$ cat config.mk
export PLATFORM = sky130hd
export DESIGN_NAME = mipi_csi_tx_packet_encoder_8b2lane
export DESIGN_NICKNAME = d
export VERILOG_FILES = /design/src/rtl/mipi_csi_tx_packet_encoder_8b2lane.sv
export SDC_FILE = /design/constraint.sdc
export NUM_CORES = 1
export LEC_CHECK = 0
export CORE_ASPECT_RATIO = 1.4
export CORE_MARGIN = 3
export CORE_UTILIZATION = 52
export CTS_BUF_LIST = sky130_fd_sc_hd__clkbuf_8
export DETAILED_ROUTE_END_ITERATION = 7
export GPL_TIMING_DRIVEN = 1
export PLACE_DENSITY = 0.78
export SLEW_MARGIN = 10
export SYNTH_ARGS = -nofsm -noshare
export SYNTH_HDL_FRONTEND = slang
export SYNTH_SLANG_ARGS = --single-unit
$ cat constraint.sdc
create_clock -name clk_i -period 2.6 [get_ports clk_i]
set_input_delay 0.52 -clock clk_i [delete_from_list [all_inputs] [get_ports clk_i]]
set_output_delay 0.52 -clock clk_i [all_outputs]
set_load 0.1 [all_outputs]
$ cat src/rtl/mipi_csi_tx_packet_encoder_8b2lane.sv
// CSI-2 transmit packet encoder for a 2-lane, 8-bit-per-lane byte stream.
// Emits sync, ECC-protected header, pulled payload and CRC-16 footer.
module mipi_csi_tx_packet_encoder_8b2lane #(
    parameter logic [7:0] SYNC_BYTE = 8'hB8
) (
    input  logic        clk_i,
    input  logic        reset_i,
    input  logic        start_i,
    input  logic [1:0]  vc_i,
    input  logic [5:0]  dt_i,
    input  logic [15:0] wc_i,
    input  logic [15:0] data_i,
    output logic        data_req_o,
    output logic        ready_o,
    output logic        output_valid_o,
    output logic [15:0] data_o,
    output logic        error_o
);

    typedef enum logic [2:0] {IDLE, SYNC, HDR0, HDR1, PAYLOAD, CRC} state_t;

    state_t      state_reg, state_next;
    logic [7:0]  di_reg, di_next;
    logic [15:0] wc_reg, wc_next;
    logic [15:0] crc_reg, crc_next;
    logic [14:0] cnt_reg, cnt_next;
    logic        ready_reg, ready_next;
    logic        valid_reg, valid_next;
    logic [15:0] data_reg, data_next;
    logic        req_reg, req_next;
    logic        error_reg, error_next;

    logic        long_pkt;
    logic        accept_long;
    logic [5:0]  ecc;

    // Reflected CCITT update: one byte, LSB first.
    function automatic logic [15:0] crc16_byte(input logic [15:0] c, input logic [7:0] b);
        logic [15:0] r;
        r = c;
        for (int i = 0; i < 8; i++) begin
            if (r[0] ^ b[i])
                r = (r >> 1) ^ 16'h8408;
            else
                r = r >> 1;
        end
        return r;
    endfunction

    function automatic logic [5:0] hdr_ecc(input logic [23:0] d);
        logic [5:0] p;
        p[0] = d[0]^d[1]^d[2]^d[4]^d[5]^d[7]^d[10]^d[11]^d[13]^d[16]^d[20]^d[21]^d[22]^d[23];
        p[1] = d[0]^d[1]^d[3]^d[4]^d[6]^d[8]^d[10]^d[12]^d[14]^d[17]^d[20]^d[21]^d[22]^d[23];
        p[2] = d[0]^d[2]^d[3]^d[5]^d[6]^d[9]^d[11]^d[12]^d[15]^d[18]^d[20]^d[21]^d[22];
        p[3] = d[1]^d[2]^d[3]^d[7]^d[8]^d[9]^d[13]^d[14]^d[15]^d[19]^d[20]^d[21]^d[23];
        p[4] = d[4]^d[5]^d[6]^d[7]^d[8]^d[9]^d[16]^d[17]^d[18]^d[19]^d[20]^d[22]^d[23];
        p[5] = d[10]^d[11]^d[12]^d[13]^d[14]^d[15]^d[16]^d[17]^d[18]^d[19]^d[21]^d[22]^d[23];
        return p;
    endfunction

    // Data types 0x00-0x0F are short packets.
    assign long_pkt    = |di_reg[5:4];
    assign accept_long = |dt_i[5:4];
    assign ecc         = hdr_ecc({wc_reg, di_reg});

    always_comb begin
        state_next = state_reg;
        di_next    = di_reg;
        wc_next    = wc_reg;
        crc_next   = crc_reg;
        cnt_next   = cnt_reg;
        ready_next = 1'b0;
        valid_next = 1'b0;
        data_next  = 16'h0000;
        req_next   = 1'b0;
        error_next = 1'b0;

        case (state_reg)
            IDLE: begin
                ready_next = 1'b1;
                if (start_i) begin
                    state_next = SYNC;
                    ready_next = 1'b0;
                    valid_next = 1'b1;
                    data_next  = {SYNC_BYTE, SYNC_BYTE};
                    di_next    = {vc_i, dt_i};
                    wc_next    = accept_long ? {wc_i[15:1], 1'b0} : wc_i;
                    error_next = accept_long & wc_i[0];
                    crc_next   = 16'hFFFF;
                    cnt_next   = 15'd0;
                end
            end
            SYNC: begin
                state_next = HDR0;
                valid_next = 1'b1;
                data_next  = {wc_reg[7:0], di_reg};
            end
            HDR0: begin
                state_next = HDR1;
                valid_next = 1'b1;
                data_next  = {2'b00, ecc, wc_reg[15:8]};
                // Counter holds the number of beats still to come after the current one.
                cnt_next   = wc_reg[15:1] - 15'd1;
                req_next   = long_pkt && (wc_reg[15:1] != 15'd0);
            end
            HDR1: begin
                if (!long_pkt) begin
                    state_next = IDLE;
                    ready_next = 1'b1;
                end else if (wc_reg[15:1] == 15'd0) begin
                    state_next = CRC;
                    valid_next = 1'b1;
                    data_next  = crc_reg;
                end else begin
                    state_next = PAYLOAD;
                    valid_next = 1'b1;
                    data_next  = data_i;
                    crc_next   = crc16_byte(crc16_byte(crc_reg, data_i[7:0]), data_i[15:8]);
                    req_next   = (cnt_reg != 15'd0);
                end
            end
            PAYLOAD: begin
                valid_next = 1'b1;
                if (cnt_reg == 15'd0) begin
                    state_next = CRC;
                    data_next  = crc_reg;
                end else begin
                    data_next  = data_i;
                    crc_next   = crc16_byte(crc16_byte(crc_reg, data_i[7:0]), data_i[15:8]);
                    cnt_next   = cnt_reg - 15'd1;
                    req_next   = (cnt_reg != 15'd1);
                end
            end
            CRC: begin
                state_next = IDLE;
                ready_next = 1'b1;
            end
            default: begin
                state_next = IDLE;
                ready_next = 1'b1;
            end
        endcase
    end

    always_ff @(posedge clk_i or posedge reset_i) begin
        if (reset_i) begin
            state_reg <= IDLE;
            di_reg    <= 8'h00;
            wc_reg    <= 16'h0000;
            crc_reg   <= 16'hFFFF;
            cnt_reg   <= 15'd0;
            ready_reg <= 1'b1;
            valid_reg <= 1'b0;
            data_reg  <= 16'h0000;
            req_reg   <= 1'b0;
            error_reg <= 1'b0;
        end else begin
            state_reg <= state_next;
            di_reg    <= di_next;
            wc_reg    <= wc_next;
            crc_reg   <= crc_next;
            cnt_reg   <= cnt_next;
            ready_reg <= ready_next;
            valid_reg <= valid_next;
            data_reg  <= data_next;
            req_reg   <= req_next;
            error_reg <= error_next;
        end
    end

    assign ready_o        = ready_reg;
    assign output_valid_o = valid_reg;
    assign data_o         = data_reg;
    assign data_req_o     = req_reg;
    assign error_o        = error_reg;

endmodule

==> results.sh <==
export IMPL_rsz0062_at_grt="no"
export IMPL_grt_use_met1=0.329
export IMPL_fin_crit_ns=2.44
export IMPL_vias_per_cell=5.91
export IMPL_drt_pass1_iter_count=6
export IMPL_crit_arrival_ns=2.71
export IMPL_ys_top_cells_by_area="dfrtp_1, xnor2_1, dfstp_2"
export IMPL_antennaDiodeCount=0
export IMPL_drt_iter0_markers=281
export IMPL_syn_nets=547
export IMPL_grt_most_used_layer="met2"
export IMPL_maxCapViolations=0
export IMPL_synth_top_area_share=0.302
export IMPL_crit_chain="inv_1 -> ha_1 -> nor3b_1 -> and2_1 -> o41ai_4 -> buf_4 -> a211oi_2 -> buf_6 -> nor2_1 -> a311oi_1"
export IMPL_setup_violations=0
export IMPL_ys_flop_type="dfrtp_1"
export IMPL_nNetsFinal=644
export IMPL_synth_compound_area_share=0.159
export IMPL_antenna_found_initial=0
export IMPL_synth_xor_area_frac=0.216
export IMPL_synth_top_family_by_area="XOR/XNOR gates"
export IMPL_use_met2=0.439
export IMPL_path_buf_inv=3
export IMPL_drive_gt1_frac=0.253
export IMPL_globalRouteMet3Util=0.0490
export IMPL_cts_tree="built"
export IMPL_synthMuxAreaShare=0.0421
export IMPL_dp_cells=691
export IMPL_post_route_period_util=0.939
export IMPL_synth_simple_area_share=0.136
export IMPL_r2r_start="di_reg[4]"
export IMPL_ys_types=70
export IMPL_ys_seq_area_frac=0.390
export IMPL_synthMostInstantiatedCell="xnor2_1"
export IMPL_synth_area_leader_cell="dfrtp_1"
export IMPL_ys_top_cells_by_count="xnor2_1, dfrtp_1, nand2_1"
export IMPL_crit_slowest_cell="dfrtp_1"
export IMPL_clockRootBuffer="clkbuf_8"
export IMPL_cp_required_ns=2.87
export IMPL_async_reset_ff_frac=1.00
export IMPL_synth_seq_cells=78
export IMPL_io_pins=63
export IMPL_start_kind="register"
export IMPL_initial_core_util=0.547
export IMPL_ys_warnings_count=0
export IMPL_worstHoldStart="crc_reg[3]"
export IMPL_tightest_slew_ns=0.604
export IMPL_hold_path_class="reg2reg"
export IMPL_insertion_delay_ns=0.37
export IMPL_syn_area_um2=5050
export IMPL_dp_final_hpwl_um=10000
export IMPL_die_area_um2=11000
export IMPL_status="finished clean"
export IMPL_grt_use_total=0.267
export IMPL_area_growth_pct=25.2
export IMPL_critPathKind="reg2reg"
export IMPL_first_global_vias=4364
export IMPL_synthAdderAreaFrac=0.0149
export IMPL_cp_end_kind="register"
export IMPL_synth_cells=498
export IMPL_timing_fmax_ghz=0.410
export IMPL_finalMaxSlewViolations=0
export IMPL_vias=4181
export IMPL_wl_per_cell_um=18.9
export IMPL_slowest_delay_ns=0.42
export IMPL_rows=41
export IMPL_cts_buffer_depth=2
export IMPL_grt_pass1_wl_um=22100
export IMPL_path_max_fanout=19
export IMPL_drc=0
export IMPL_hold_violations=0
export IMPL_maxSlewHeadroom=0.597
export IMPL_place_gp_congestion=0.869
export IMPL_die_height_um=123
export IMPL_grt_max_degree=79
export IMPL_finalSetupTns_ns=0
export IMPL_htree_num_levels=3
export IMPL_port_buffer_count=62
export IMPL_coreArea_um2=9230
export IMPL_path_clk_slew_ns=0.09
export IMPL_cp_startpoint="di_reg[4]"
export IMPL_cts_made_buffers=9
export IMPL_cp_top_family="simple AND/OR/NAND/NOR gates"
export IMPL_ant_nets=0
export IMPL_stdcell_count=707
export IMPL_wirelength_um=13400
export IMPL_gr_total_overflow=0
export IMPL_clock_skew_ns=0.0124
export IMPL_chipWidth_um=89.3
export IMPL_synth_edf_count=0
export IMPL_avgSynthCellArea_um2=10.2
export IMPL_clock_sinks=78
## cell type report
type / count / area (um^2)
Clock buffer: 9 / 124
Multi-Input combinational cell: 369 / 2890
Clock inverter: 7 / 98.8
Inverter: 17 / 63.8
Tap cell: 107 / 134
Sequential cell: 78 / 1970
Timing Repair Buffer: 120 / 1050
Fill cell: 699 / 2910
## through the flow
step | cell area (um^2) | utilization | hold slack (ns) | worst slack [ns]
after floorplan | 5050 | - | 0.457 | 0.113
after global placement | 6090 | 0.659 | 0.469 | 0.00985
after detailed placement | 6090 | 0.659 | 0.480 | -0.0862
after CTS | 6310 | 0.684 | 0.496 | 0.167
after global routing | 6330 | 0.685 | 0.521 | 0.0108
final | 6330 | 0.685 | 0.496 | 0.159
## cell families (layout without fill, tap and decap cells)
group	after synthesis	after routing
AND/OR/NAND/NOR	125	125
XOR/XNOR	110	110
AO/OA/AOI/OAI	109	109
flip-flops	78	78
buffers and inverters	51	153
multiplexers	19	19
adder cells (fa/ha/maj)	6	6
## worst reg2reg max path: stages (launching register included)
cell,delay [ns]
dfrtp_1,0.42
inv_1,0.10
ha_1,0.29
nor3b_1,0.26
and2_1,0.25
o41ai_4,0.13
buf_4,0.17
a211oi_2,0.23
buf_6,0.22
nor2_1,0.06
a311oi_1,0.21
## final timing paths
check | end | slack (ns) | cells past startpoint
worst max register to register | crc_reg[2] | 0.16 | 10
worst max-delay path | crc_reg[2] | 0.16 | 10
worst min-delay path | crc_reg[3] | 0.50 | 2
worst min register to register | crc_reg[3] | 0.50 | 2
min in group asynchronous | output_valid_o | 0.55 | 3
max in group asynchronous | cnt_reg[12] | 1.69 | 3
## metal layers
| layer | part of all wire | routed length, um | up-vias |
|---|---|---|---|
| met4 | 0.047 | 635 | 0 |
| met2 | 0.51 | 6850 | 156 |
| li1 | - | - | 1953 |
| met3 | 0.043 | 580 | 45 |
| met5 | 0 | 0 | - |
| met1 | 0.40 | 5320 | 2027 |
## layout by cell type (no fill, tap or decap), types with 11 or more instances in the layout
master and count:
o21ai_1 11, a22o_1 12, xnor2_1 78, a21oi_1 15, dfrtp_1 61, clkdlybuf4s50_1 42, mux2_2 18, nor2_1 19
nand2_1 48, xor2_1 22, inv_1 16, o21ai_0 17, dfstp_2 17, buf_4 74
## repair_timing
item                                    CTS  global route
buffers inserted                          0             0
hold buffers                              0             0
endpoints found under the setup margin    0             1
gates resized for setup                   0             2
hold endpoints to repair                  0             0
Power is not shown: default switching activity piles up to over one toggle a cycle in this logic, so the estimate is an artifact.
